`src/rtl/pio_access_ctrl.sv`:
```
`default_nettype none
// +--------------------------------------------------------------------------+
// | Module   : pio_access_ctrl                                               |
// | Purpose  : Host-side front end of the ATA PIO path. Queues host register |
// |            accesses in a 2-entry FIFO, drives DA/CS/DD towards the bus,  |
// |            strobes the PIO timing controller and returns one response    |
// |            per request. A watchdog aborts cycles whose done never comes. |
// | Ports    : clk, rst (async, active high)                                 |
// |            host  : req/req_rdy/req_we/req_adr/req_dat,                   |
// |                    resp_vld/resp_err/resp_dat                            |
// |            timing: pio_go/pio_we/pio_abort out,                          |
// |                    pio_done/pio_dstrb/pio_oe in                          |
// |            ATA   : DA, CS0n, CS1n, DDo, DDoe out; DDi in                 |
// | Revision : 1.0  initial release                                          |
// +--------------------------------------------------------------------------+
module pio_access_ctrl #(
    parameter int DWIDTH  = 16,
    parameter int TOUT    = 4096,
    parameter int TOWIDTH = 16
) (
    input  logic              clk,
    input  logic              rst,
    input  logic              req,
    output logic              req_rdy,
    input  logic              req_we,
    input  logic [3:0]        req_adr,
    input  logic [DWIDTH-1:0] req_dat,
    output logic              resp_vld,
    output logic              resp_err,
    output logic [DWIDTH-1:0] resp_dat,
    output logic              pio_go,
    output logic              pio_we,
    output logic              pio_abort,
    input  logic              pio_done,
    input  logic              pio_dstrb,
    input  logic              pio_oe,
    output logic [2:0]        DA,
    output logic              CS0n,
    output logic              CS1n,
    output logic [DWIDTH-1:0] DDo,
    output logic              DDoe,
    input  logic [DWIDTH-1:0] DDi
);

    // FIFO entry layout: {we, adr[3:0], dat}
    localparam int c_EW = 1 + 4 + DWIDTH;

    // Watchdog fires on the edge that completes the TOUT-th WAIT cycle.
    localparam bit               c_WD_EN   = (TOUT != 0);
    localparam logic [TOWIDTH-1:0] c_WD_LAST = TOWIDTH'(TOUT - 1);

    typedef enum logic [1:0] {
        ST_IDLE  = 2'd0,
        ST_ISSUE = 2'd1,
        ST_WAIT  = 2'd2
    } state_t;

    state_t state_q;

    // ------------------------------------------------------------------
    // Request FIFO
    // ------------------------------------------------------------------
    logic [c_EW-1:0] fifo_mem_q [2];
    logic            wr_ptr_q;
    logic            rd_ptr_q;
    logic [1:0]      cnt_q;
    logic [1:0]      cnt_d;

    logic            w_full;
    logic            w_empty;
    logic            w_push;
    logic            w_pop;
    logic [c_EW-1:0] w_head;
    logic            w_head_we;
    logic [3:0]      w_head_adr;
    logic [DWIDTH-1:0] w_head_dat;

    assign w_full  = cnt_q[1];
    assign w_empty = (cnt_q == 2'd0);
    // Ready depends only on the stored count, so a same-cycle pop on a full
    // FIFO does not open the door for a push in that cycle.
    assign req_rdy = !w_full;
    assign w_push  = req && !w_full;
    assign w_pop   = (state_q == ST_IDLE) && !w_empty;

    assign w_head     = fifo_mem_q[rd_ptr_q];
    assign w_head_we  = w_head[c_EW-1];
    assign w_head_adr = w_head[DWIDTH+3:DWIDTH];
    assign w_head_dat = w_head[DWIDTH-1:0];

    always_comb begin
        cnt_d = cnt_q;
        case ({w_push, w_pop})
            2'b10:   cnt_d = cnt_q + 2'd1;
            2'b01:   cnt_d = cnt_q - 2'd1;
            default: cnt_d = cnt_q;
        endcase
    end

    always_ff @(posedge clk or posedge rst) begin
        if (rst) begin
            wr_ptr_q <= 1'b0;
            rd_ptr_q <= 1'b0;
            cnt_q    <= 2'd0;
        end else begin
            if (w_push) wr_ptr_q <= ~wr_ptr_q;
            if (w_pop)  rd_ptr_q <= ~rd_ptr_q;
            cnt_q <= cnt_d;
        end
    end

    // Storage needs no reset: an entry is only read after it was written.
    always_ff @(posedge clk) begin
        if (w_push) fifo_mem_q[wr_ptr_q] <= {req_we, req_adr, req_dat};
    end

    // ------------------------------------------------------------------
    // Access sequencer
    // ------------------------------------------------------------------
    logic [TOWIDTH-1:0] wd_q;
    logic [DWIDTH-1:0]  rdat_q;
    logic               resp_vld_q;
    logic               resp_err_q;
    logic [DWIDTH-1:0]  resp_dat_q;
    logic               go_q;
    logic               we_q;
    logic               abort_q;
    logic [2:0]         da_q;
    logic               cs0n_q;
    logic               cs1n_q;
    logic [DWIDTH-1:0]  ddo_q;
    logic               ddoe_q;

    logic               w_wd_hit;
    logic [DWIDTH-1:0]  w_rd_last;

    assign w_wd_hit  = c_WD_EN && (wd_q == c_WD_LAST);
    // A strobe coinciding with done still supplies the returned read data.
    assign w_rd_last = pio_dstrb ? DDi : rdat_q;

    always_ff @(posedge clk or posedge rst) begin
        if (rst) begin
            state_q    <= ST_IDLE;
            wd_q       <= '0;
            rdat_q     <= '0;
            resp_vld_q <= 1'b0;
            resp_err_q <= 1'b0;
            resp_dat_q <= '0;
            go_q       <= 1'b0;
            we_q       <= 1'b0;
            abort_q    <= 1'b0;
            da_q       <= 3'd0;
            cs0n_q     <= 1'b1;
            cs1n_q     <= 1'b1;
            ddo_q      <= '0;
            ddoe_q     <= 1'b0;
        end else begin
            resp_vld_q <= 1'b0;
            abort_q    <= 1'b0;
            case (state_q)
                ST_IDLE: begin
                    ddoe_q <= 1'b0;
                    if (w_pop) begin
                        da_q    <= w_head_adr[2:0];
                        cs0n_q  <= w_head_adr[3];
                        cs1n_q  <= ~w_head_adr[3];
                        we_q    <= w_head_we;
                        ddo_q   <= w_head_dat;
                        rdat_q  <= '0;
                        go_q    <= 1'b1;
                        state_q <= ST_ISSUE;
                    end
                end
                ST_ISSUE: begin
                    go_q    <= 1'b0;
                    wd_q    <= '0;
                    ddoe_q  <= 1'b0;
                    state_q <= ST_WAIT;
                end
                ST_WAIT: begin
                    if (pio_dstrb) rdat_q <= DDi;
                    if (pio_done) begin
                        // done has priority over a watchdog hit in the same cycle
                        resp_vld_q <= 1'b1;
                        resp_err_q <= 1'b0;
                        resp_dat_q <= we_q ? '0 : w_rd_last;
                        cs0n_q     <= 1'b1;
                        cs1n_q     <= 1'b1;
                        ddoe_q     <= 1'b0;
                        state_q    <= ST_IDLE;
                    end else if (w_wd_hit) begin
                        abort_q    <= 1'b1;
                        resp_vld_q <= 1'b1;
                        resp_err_q <= 1'b1;
                        resp_dat_q <= '1;
                        cs0n_q     <= 1'b1;
                        cs1n_q     <= 1'b1;
                        ddoe_q     <= 1'b0;
                        state_q    <= ST_IDLE;
                    end else begin
                        ddoe_q <= pio_oe & we_q;
                        // saturate rather than wrap when the watchdog is off
                        if (wd_q != '1) wd_q <= wd_q + 1'b1;
                    end
                end
                default: begin
                    state_q <= ST_IDLE;
                end
            endcase
        end
    end

    assign resp_vld  = resp_vld_q;
    assign resp_err  = resp_err_q;
    assign resp_dat  = resp_dat_q;
    assign pio_go    = go_q;
    assign pio_we    = we_q;
    assign pio_abort = abort_q;
    assign DA        = da_q;
    assign CS0n      = cs0n_q;
    assign CS1n      = cs1n_q;
    assign DDo       = ddo_q;
    assign DDoe      = ddoe_q;

endmodule
`default_nettype wire

```
`config.mk`:
```
export PLATFORM = sky130hd
export DESIGN_NAME = pio_access_ctrl
export DESIGN_NICKNAME = d
export VERILOG_FILES = /design/src/rtl/pio_access_ctrl.sv
export SDC_FILE = /design/constraint.sdc
export NUM_CORES = 1
export LEC_CHECK = 0
export BUFFER_PORTS_ARGS = -buffer_cell sky130_fd_sc_hd__buf_4
export CAP_MARGIN = 20
export CORE_MARGIN = 3
export CORE_UTILIZATION = 48
export DETAILED_ROUTE_END_ITERATION = 12
export GPL_ROUTABILITY_DRIVEN = 0
export MAX_ROUTING_LAYER = met4
export PLACE_DENSITY = 0.7
export SYNTH_ARGS = -nofsm -noshare
export SYNTH_HDL_FRONTEND = slang
export SYNTH_SLANG_ARGS = --single-unit
```
`constraint.sdc`:
```
create_clock -name clk -period 3.2 [get_ports clk]
set_input_delay 0.48 -clock clk [delete_from_list [all_inputs] [get_ports clk]]
set_output_delay 0.48 -clock clk [all_outputs]
set_load 0.1 [all_outputs]
```
==> flow_metrics.py <==
metrics = {
    "die": {
        "fp.dieH_um": 110.2,
        "start_util": 0.4983,
        "fp.dieArea_um2": 12150,
        "std_cell_rows": 37,
        "coreArea_um2": 10460,
        "ios": 87,
        "die_x_um": 110.2,
    },
    "sta": {
        "fin_crit_sh": 0.7228,
        "finalCriticalPeriod_ps": 2313,
        "finalMaxSlewViolations": 0,
        "fin_tns_setup_ps": 0,
        "hold_viol": 0,
        "fmax_mhz": 432.3,
        "rsz0062_at_grt": "false",
        "setup-violations-final": 0,
        "tightest_slew_ps": 1020,
        "skew_ps": 9.657,
        "max_slew_margin": 0.3202,
    },
    "critical_path": {
        "ff2ff_path_depth": 4,
        "reg2reg_slack_ps": 890,
        "timing.rr.end": "rdat_q[1]$_DFFE_PP0P_",
        "crit_fanout": 17,
        "endpoint_kind": "flop",
        "crit_required_ps": 3590,
        "critPathKind": "flop to flop",
        "critical_path.startpoint": "state_q[1]$_DFFE_PP0P_",
        "cp.arrival_ps": 2700,
        "reg2reg_from": "state_q[1]$_DFFE_PP0P_",
        "start_kind": "flop",
    },
    "clock_network": {
        "clkTransAtPathRegs_ps": 60,
        "post_cts_resized": 0,
        "clk_path_buf_depth": 2,
        "hold_buffers": 0,
        "cts_tree": "yes",
        "worstSkewPairLatency_ps": 510,
        "htreeDepth": 4,
        "cts_setup_buffers": 0,
        "cts-buffers-inserted": 17,
        "clock_sinks": 123,
        "root_buffer": "clkbuf_8",
    },
    "finish": {
        "post-route-util": 0.6265,
        "drive_above_1_share": 0.3083,
        "n_antenna_cell": 0,
        "syn_to_final_growth_pct": 25.73,
        "design_area_um2": 6555,
        "fin_nets": 538,
    },
    "detailed_routing": {
        "drc_errors": 0,
        "wl_per_cell_um": 16.91,
        "routed_wl_mm": 10.86,
        "dr_total_vias": 3547,
        "drt_first_pass_iters": 4,
        "final_antenna_net_count": 0,
        "drtIter0Drc": 139,
        "viasPerCell": 5.525,
    },
    "place": {
        "dp_hpwl_mm": 7.150,
        "port-buffer-count": 86,
        "dpl-instance-area_um2": 5928,
    },
    "yosys": {
        "synth-edff-count": 42,
        "synthCells": 407,
        "synth_top_area_cell": "dfrtp_1",
        "avgSynthCellArea_um2": 12.81,
        "ys_seq_elements": 123,
        "yosysWarnings": 0,
        "syn-cell-area_um2": 5214,
        "synth_nets": 452,
        "ys_seq_area_frac": 0.6311,
        "synthTopCellsByArea": "dfrtp_1 (38%), edfxtp_1 (24%), mux2i_1 (8.4%)",
        "synth_top_area_share": 0.3792,
        "synthArstFlopShare": 0.6585,
        "yosys.cell_types.count": 53,
        "synth_flop_cell": "dfrtp_1",
    },
    "job": {
        "maxCapViolCount": 0,
    },
    "global_routing": {
        "overflow": 0,
        "grt_usage": 0.1940,
        "grt_pass1_vias": 3549,
        "antenna_found_initial": 0,
        "grt_max_degree": 50,
        "grt_pass1_wl_mm": 17.39,
    },
    "run_status": {
        "status": "completed",
    },
    "hold_path": {
        "worstHoldPathType": "input pin to async pin",
    },
}
## worst max-delay path, cell delays in order (launching register included)
cell and delay, ps:
dfrtp_1 580, nor2b_1 450, and2_1 600, nor2_2 300
a22o_1 260
## cells in the final DEF, fill, tap and decap left out, drive strengths merged, types with 3 or more instances in the layout
| master | netlist | final |
|---|---|---|
| buf | 17 | 93 |
| dfrtp | 79 | 79 |
| nor2 | 49 | 49 |
| mux2i | 44 | 44 |
| edfxtp | 42 | 42 |
| a21oi | 32 | 32 |
| nand2 | 21 | 21 |
| clkbuf | 9 | 18 |
| o22a | 16 | 16 |
| a22o | 16 | 16 |
| inv | 7 | 11 |
| nand3 | 7 | 7 |
| nand4 | 7 | 7 |
| o21ai | 6 | 6 |
| nor3 | 5 | 5 |
| clkinv | 0 | 5 |
| and4 | 5 | 5 |
| a211oi | 4 | 4 |
| xnor2 | 4 | 4 |
| bufinv | 0 | 4 |
| nor2b | 3 | 3 |
| a31oi | 3 | 3 |
| and3 | 3 | 3 |
## cell type report
type                    count  area [µm²]
fillers                   824        3908
well taps                 136       170.2
clock inverters            14       209.0
inverters                   7       27.53
flip-flops and latches    123        3291
multi-input cells         251        1742
clock buffers              18       417.9
repair buffers             93       698.2
## per-stage QoR
stage,hold slack [ps],instances,setup slack (ps)
floorplan,460.8,407,606.0
global placement,482.5,610,1077
detailed placement,486.2,610,915.5
CTS,123.0,642,879.8
global route,128.8,642,707.1
finish,99.37,642,887.1
## how the worst max path moves through the flow
stage | to
after global placement | rdat_q[3]$_DFFE_PP0P_
final | rdat_q[1]$_DFFE_PP0P_
after CTS | rdat_q[1]$_DFFE_PP0P_
after detailed placement | rdat_q[8]$_DFFE_PP0P_
after floorplan | fifo_mem_q[0][0]$_DFFE_PP_
after global routing | rdat_q[8]$_DFFE_PP0P_
## synthesized netlist by cell type (4+ instances only)
cell       n
dfrtp_1   79
nor2_1    48
mux2i_1   44
edfxtp_1  42
a21oi_1   32
nand2_1   21
a22o_1    16
o22a_2    16
buf_2     11
inv_1      7
nand3_1    7
nand4_1    6
o21ai_0    6
clkbuf_1   5
nor3_1     5
a211oi_1   4
buf_4      4
xnor2_1    4
## kinds of logic after synthesis
logic type      after synthesis  share of synthesized area
compound gates               90                     0.1265
xor+xnor                      5                   0.008399
fa+ha+maj                     2                   0.004799
buf+inv                      33                    0.03624
flops                       123                     0.6312
mux                          44                    0.08447
simple gates                110                     0.1085
## metal layers
| layer | track usage | vias to the layer above | routed length [µm] |
|---|---|---|---|
| li1 | - | 1671 | - |
| met3 | 0.05183 | 16 | 597 |
| met5 | - | - | 0 |
| met4 | 0.07300 | 0 | 154 |
| met1 | 0.2468 | 1746 | 4697 |
| met2 | 0.3007 | 114 | 5408 |
## state kept, by name, summed over array words and instances, names as in the netlist, 2 cells and up
register    count
fifo_mem_q     42
DDo            16
rdat_q         16
resp_dat       16
wd_q           16
DA              3
cnt_q           2
state_q         2
Power is left out: the tool's default activity adds up to more than one toggle a clock period on the data nets, which glitch-free logic cannot reach.
